File: config.mk
export PLATFORM = sky130hd
export DESIGN_NAME = adder_seq_ctrl
export DESIGN_NICKNAME = d
export VERILOG_FILES = /design/src/rtl/adder_seq_ctrl.sv
export SDC_FILE = /design/constraint.sdc
export NUM_CORES = 1
export LEC_CHECK = 0
export ABC_AREA = 1
export CAP_MARGIN = 20
export CELL_PAD_IN_SITES_DETAIL_PLACEMENT = 1
export CELL_PAD_IN_SITES_GLOBAL_PLACEMENT = 2
export CORE_ASPECT_RATIO = 1.4
export CORE_MARGIN = 2
export CORE_UTILIZATION = 31
export DETAILED_ROUTE_END_ITERATION = 8
export PLACE_DENSITY_LB_ADDON = 0.1
export SLEW_MARGIN = 25
export SYNTH_ARGS = -nofsm -noshare
export SYNTH_HDL_FRONTEND = slang
export SYNTH_SLANG_ARGS = --single-unit
File: constraint.sdc
create_clock -name clk -period 5.15 [get_ports clk]
set_input_delay 1.03 -clock clk [delete_from_list [all_inputs] [get_ports clk]]
set_output_delay 1.03 -clock clk [all_outputs]
set_load 0.02 [all_outputs]
File: src/rtl/adder_seq_ctrl.sv
// adder_seq_ctrl: nibble-serial W-bit add/subtract sequencer feeding a single
// 4-bit ripple slice, with start/ready/done handshake and registered results.

module adder_4b (
  input  logic [3:0] a,
  input  logic [3:0] b,
  input  logic       cin,
  output logic [3:0] sum,
  output logic       cout
);
  logic [4:0] c_s;

  // ripple carry chain across the four bits of the slice
  always_comb begin
    c_s    = 5'b0_0000;
    sum    = 4'b0000;
    c_s[0] = cin;
    for (int i = 0; i < 4; i++) begin
      sum[i]   = a[i] ^ b[i] ^ c_s[i];
      c_s[i+1] = (a[i] & b[i]) | (c_s[i] & (a[i] ^ b[i]));
    end
  end

  assign cout = c_s[4];
endmodule

module adder_seq_ctrl #(
  parameter int NIBBLES = 4
) (
  input  logic                   clk,
  input  logic                   rst_n,
  input  logic                   start,
  input  logic                   sub,
  input  logic [4*NIBBLES-1:0]   a,
  input  logic [4*NIBBLES-1:0]   b,
  output logic                   ready,
  output logic                   done,
  output logic [4*NIBBLES-1:0]   result,
  output logic                   cout,
  output logic                   ovf
);
  localparam int W    = 4 * NIBBLES;
  localparam int IDX_W = $clog2(NIBBLES) + 1;
  localparam int SH_W  = IDX_W + 2;
  localparam logic [IDX_W-1:0] LAST_IDX = IDX_W'(NIBBLES - 1);

  typedef enum logic {
    IDLE = 1'b0,
    RUN  = 1'b1
  } state_t;

  state_t           state_r, state_s;
  logic [W-1:0]     opa_r, opa_s;
  logic [W-1:0]     opb_r, opb_s;
  logic             carry_r, carry_s;
  logic [IDX_W-1:0] idx_r, idx_s;
  logic [W-1:0]     result_r, result_s;
  logic             cout_r, cout_s;
  logic             ovf_r, ovf_s;
  logic             done_r, done_s;
  logic             ready_r, ready_s;

  logic [SH_W-1:0]  shamt_s;
  logic [3:0]       nib_a_s, nib_b_s, slice_sum_s;
  logic             slice_cout_s;

  // bit offset of the current nibble; slice inputs are don't-care outside RUN
  assign shamt_s = {idx_r, 2'b00};
  assign nib_a_s = 4'(opa_r >> shamt_s);
  assign nib_b_s = 4'(opb_r >> shamt_s);

  adder_4b adder_4b_ins (
    .a    (nib_a_s),
    .b    (nib_b_s),
    .cin  (carry_r),
    .sum  (slice_sum_s),
    .cout (slice_cout_s)
  );

  // next-state and next-output logic
  always_comb begin
    state_s  = state_r;
    opa_s    = opa_r;
    opb_s    = opb_r;
    carry_s  = carry_r;
    idx_s    = idx_r;
    result_s = result_r;
    cout_s   = cout_r;
    ovf_s    = ovf_r;
    done_s   = 1'b0;
    ready_s  = ready_r;
    case (state_r)
      IDLE: begin
        if (start) begin
          opa_s    = a;
          opb_s    = sub ? ~b : b;
          carry_s  = sub;
          idx_s    = {IDX_W{1'b0}};
          result_s = {W{1'b0}};
          cout_s   = 1'b0;
          ovf_s    = 1'b0;
          ready_s  = 1'b0;
          state_s  = RUN;
        end else begin
          ready_s  = 1'b1;
          state_s  = IDLE;
        end
      end
      RUN: begin
        result_s = (result_r & ~(W'(4'hF) << shamt_s)) | (W'(slice_sum_s) << shamt_s);
        carry_s  = slice_cout_s;
        idx_s    = idx_r + IDX_W'(1);
        if (idx_r == LAST_IDX) begin
          // opb already holds ~b for subtraction, so one rule covers both
          cout_s  = slice_cout_s;
          ovf_s   = (opa_r[W-1] == opb_r[W-1]) && (slice_sum_s[3] != opa_r[W-1]);
          done_s  = 1'b1;
          ready_s = 1'b1;
          state_s = IDLE;
        end else begin
          state_s = RUN;
        end
      end
      default: begin
        ready_s = 1'b1;
        state_s = IDLE;
      end
    endcase
  end

  // state and datapath registers with synchronous active-low reset
  always_ff @(posedge clk) begin
    if (!rst_n) begin
      state_r  <= IDLE;
      opa_r    <= {W{1'b0}};
      opb_r    <= {W{1'b0}};
      carry_r  <= 1'b0;
      idx_r    <= {IDX_W{1'b0}};
      result_r <= {W{1'b0}};
      cout_r   <= 1'b0;
      ovf_r    <= 1'b0;
      done_r   <= 1'b0;
      ready_r  <= 1'b1;
    end else begin
      state_r  <= state_s;
      opa_r    <= opa_s;
      opb_r    <= opb_s;
      carry_r  <= carry_s;
      idx_r    <= idx_s;
      result_r <= result_s;
      cout_r   <= cout_s;
      ovf_r    <= ovf_s;
      done_r   <= done_s;
      ready_r  <= ready_s;
    end
  end

  assign ready  = ready_r;
  assign done   = done_r;
  assign result = result_r;
  assign cout   = cout_r;
  assign ovf    = ovf_r;
endmodule

After elaboration in Yosys (flattened, before gate mapping)

Cells that the tools add are included.

Add/sub/neg operators: 1
Bitwise gates (word level): 25
Reductions and logical operators: 4
Equal/unequal tests: 5
Mux-type cells: 19
Shift operators: 4

Operators with widths:

| operator               | count |
|---|---|
| $mux W16               | 2 |
| $not A16 Y16           | 2 |
| $pmux W16 S2           | 1 |
| $shr A16 B5 Y4         | 2 |
| $and A16 B16 Y16       | 1 |
| $or A16 B16 Y16        | 1 |
| $shl A4 B5 Y16         | 1 |
| $shl A4 B5 Y16 const A | 1 |
| $pmux W1 S2            | 5 |
| $mux W1                | 9 |
| $and A1 B1 Y1          | 8 |
| $xor A1 B1 Y1          | 8 |
| $pmux W3 S2            | 1 |
| $reduce_and A2 Y1      | 3 |
| $or A1 B1 Y1           | 4 |
| $add A3 B1 Y3 const B  | 1 |
| $eq A3 B2 Y1 const B   | 1 |
| $mux W3                | 1 |
| $ne A2 B1 Y1 const B   | 1 |
| $ne A2 B2 Y1 const B   | 1 |
| $eq A1 B1 Y1           | 1 |
| $logic_and A1 B1 Y1    | 1 |
| $ne A1 B1 Y1           | 1 |
| $not A1 Y1             | 1 |

Word-level logic and storage cells: 68
Input port bits: 36
Register bits: 57

Depth between registers and ports, before layout

Depth in word-level cells: 13
Mapped depth: 14

By module

From an unflattened synthesis, not the netlist that was laid out.

Cells, all modules: 364
Area total of the unflattened synthesis: 2716.4 µm²

Modules (own cells, without submodules):

| module         | instances | cells an instance | area each (µm²) |
|---|---|---|---|
| adder_seq_ctrl | 1         | 350               | 2598.7 |
| adder_4b       | 1         | 14                | 117.6 |

Least setup slack after synthesis

OpenSTA, ideal clock, no wires.

Path type: register to register
From: reg idx_r[0]
To: reg result_r[7] (netlist: result[7])
Library setup time: 70 ps
Clock period less this slack: 2975 ps
Arrival: 2905 ps
Required time: 5080 ps
Stages on the path, launching flop included: 14
Setup slack: 2175 ps
Cells stage by stage: dfxtp_1 buf_2 nor2_1 nor2_1 o21ai_0 nand2_1 nand2_1 fa_1 fa_1 fa_1 fa_1 nor2_1 nand3_1 a21oi_1

Cells in the longest elaborated chain, start to end: 12

Ends and longest elaborated chain:

| what                              | RTL line | source |
|---|---|---|
| start, declared                   | 56       | `logic [IDX_W-1:0] idx_r, idx_s;` |
| start signal, assigned            | 138      | `idx_r <= {IDX_W{1'b0}};` |
| start signal, assigned            | 149      | `idx_r <= idx_s;` |
| $shr A16 B5 Y4 (on tied branches) | 69, 70   |  |
| $xor A1 B1 Y1                     | 20       | `c_s[i+1] = (a[i] & b[i]) \| (c_s[i] & (a[i] ^ b[i]));` |
| $and A1 B1 Y1                     | 20       |  |
| $or A1 B1 Y1                      | 20       |  |
| $and A1 B1 Y1                     | 20       |  |
| $or A1 B1 Y1                      | 20       |  |
| $and A1 B1 Y1                     | 20       |  |
| $or A1 B1 Y1                      | 20       |  |
| $xor A1 B1 Y1                     | 19       | `sum[i] = a[i] ^ b[i] ^ c_s[i];` |
| $shl A4 B5 Y16                    | 110      | `result_s = (result_r & ~(W'(4'hF) << shamt_s)) \| (W'(slice_sum_s) << shamt_s);` |
| $or A16 B16 Y16 (*)               | 110      |  |
| $pmux W16 S2 (*)                  | 92       | `case (state_r)` |
| end signal, assigned              | 139      | `result_r <= {W{1'b0}};` |
| end signal, assigned              | 150      | `result_r <= result_s;` |
| end, declared                     | 57       | `logic [W-1:0] result_r, result_s;` |

Every way passes the cells marked *; elsewhere a longest branch is shown, timed or not.
A chain may end at the register's enable or synchronous reset.

Worst setup path in the final report

From: reg idx_r[0]
To: reg result_r[3] (netlist: result[3])

Same word-level chain as after synthesis.

==> impl_results.md <==
* Dominant cells by area after synthesis: dfxtp_1 42%, nor2_1 9.7%, o21ai_0 8.3%
* Initial Util at 31.7%
* Vias per Instance at 4.83
* Number of warnings issued by yosys at 0
* # fillers at 1049
* Die height at 115 um
* Async S/R FF share, synth at 0%
* # DRC at 0
* Layout cells sized above 1 at 7.00%
* Placer Congestion at 0.811
* CTS clk-pin slew, worst paths at 0.05 ns
* Tot Pwr at 1300 uW
* Hold Path Origin: ready
* Vias post-DR at 2439
* CTS tree: built
* Total GRT Usage at 16.9%
* Min-delay worst type: flop to flop
* Crit end category: flop
* Post-CTS Hold Buffers at 0
* CP Max Fanout at 22
* Fmax achieved at 294 MHz
* Post-CTS Resized at 0
* Sequential area share after synthesis at 42.1%
* Synthesized instance count at 353
* Top_reg_cell synth: dfxtp_1
* Largest net degree at the start of global routing at 50
* Setup TNS at 0 ns
* Total CTS buffers at 9
* Endpoints failing hold at 0
* Outcome: finished, final reports clean
* Crit path DAT at 3.66 ns
* Post-synth cell types at 24
* Worst VDD drop at 155 uV
* Syn Area/Cell at 7.67 sq um
* Port bufs at 55
* ANT nets after route at 0
* Top-count cell post-synth: nor2_1
* Die width at 83.0 um
* CP dominant cell by count: fa_1
* Post-Route WL at 7.34 mm
* Post-CTS Setup Inserts at 0
* Share of the synthesized area in the top cell type at 42.1%
* Critical-path top delay cell: fa_1
* Critical Path Source: idx_r[0]
* First-pass GRT wire length at 12.4 mm
* Die area at 9510 sq um
* Io pins at 56
* Drt pass-1 iters at 4
* Syn nets at 398
* Core Box Area at 8560 sq um
* Reg2Reg Launch Point: idx_r[0]
* Ant diodes at 0
* Mapped Area at 2710 sq um
* Worst setup SP type: flop
* Final setup fails at 0
* Clock Sinks at 57
* Max-cap violations at 0
* WL/cell at 14.5 um
* Vias in the first global route at 2543
* Power per Cell Area at 366 nW/um^2
* Row cnt at 40
* Synth-to-layout area growth at 30.8%
* Worst-Margin Slew at 0.943 ns
* Initial DRC Count at 98
* Worst slew margin at 37.0%
* Hold slack at 0.464 ns
* CP max stage delay at 0.50 ns
* HPWL after DPL at 5.37 mm
* Grt total ovfl at 0
* Seq cells post-synth at 57
* Initial antenna violation count at 0
* EDFF count, synth at 0
* Critical path required time at 5.41 ns
* CP cell instances: buf_4 -> inv_2 -> o21ai_0 -> nand2_1 -> nand2_1 -> fa_1 -> fa_1 -> fa_1 -> fa_1 -> nor2_1 -> nand3_1 -> a21oi_1
* Post-route clock period utilization at 66.0%
* Setup Skew at 0.00670 ns
* RSZ-0062 raised after global routing: no
* Layout Utilization at 41.4%
* LEAKAGE at 0.00134 uW
* Synth top cells by count: 70 x nor2_1, 57 x dfxtp_1, 45 x o21ai_0
* Clock buffer depth at 2
* Fin nets at 441
* Setup CP Type: flop to flop
* Synth area leader: dfxtp_1
* Htree depth at 3
* Min cycle time layout at 3.40 ns
* Final Max Slew Viols at 0
* Clock Latency Late Sink at 0.33 ns
* CTS root buf: clkbuf_16
[final timing paths]
path	to	slack [ns]	depth (start not counted)
worst min register to register	ready	0.46	2
worst max register to register	result[3]	1.75	12
worst min-delay path	ready	0.46	2
worst max-delay path	result[3]	1.75	12
[layout by cell type (no fill, tap or decap), types with 8 or more instances in the layout]
cell,Yosys,layout
clkbuf_16,0,9
xnor2_1,16,16
inv_1,8,8
nand3_1,35,35
a21oi_1,36,36
nor2_1,70,70
nand2_1,33,33
dfxtp_1,57,57
clkdlybuf4s50_1,0,55
o21ai_0,45,45
[per-layer routing]
metal  global-route usage [%]  routed length (um)  vias up
met5                        0                   0        -
met4                     11.6                 277        0
met3                     2.81                 188       17
met2                     30.9                3860       43
met1                     17.6                3010     1127
li1                         -                   -     1252
[flip-flops by register name (all words and copies together), names as in the netlist]
signal and cells:
done 1, idx_r 3, cout 1, state_r 1, opa_r 16, carry_r 1, result 16, opb_r 16
ovf 1, ready 1
[cells by family (layout without fill, tap and decap cells)]
family / Yosys count / in the layout / synth area share, %
AO/OA/AOI/OAI: 88 / 88 / 16.4
XOR/XNOR: 16 / 16 / 5.17
adder cells (fa/ha/maj): 9 / 9 / 5.27
buffers and inverters: 38 / 85 / 7.94
flip-flops: 57 / 57 / 42.1
AND/OR/NAND/NOR: 145 / 145 / 23.0
[through the flow]
stage	setup slack, ns	area [sq um]	instances
finish	1.75	3540	505
global route	1.37	3540	505
CTS	1.71	3540	505
detailed placement	1.73	3250	490
global placement	1.79	3250	490
floorplan	2.18	2710	353
[critical path: cells and delay by family (launching register included)]
family	cells	cell delay (ns)
buffers and inverters	2	0.51
AOI/OAI and AO/OA	2	0.30
and+or+nand+nor	4	0.40
adders and majority gates	4	1.70
DFF	1	0.41
[where the power goes]
part           internal, uW  switching [uW]  leakage [uW]  total (uW)
Clock                   396             202      0.000148         597
Sequential              471            21.0      0.000468         492
Combinational          89.2             117      0.000720         206
[cell type report]
| type | count | area, sq um | share of cell area, % |
|---|---|---|---|
| flip-flops and latches | 57 | 1140 | 32.2 |
| repair buffers | 58 | 573 | 16.2 |
| multi-input cells | 258 | 1350 | 38.2 |
| clock buffers | 12 | 256 | 7.24 |
| well taps | 105 | 131 | 3.71 |
| inverters | 12 | 47.5 | 1.34 |
| clock inverters | 3 | 40.0 | 1.13 |
No activity file was read; power rests on OpenSTA's default activity.
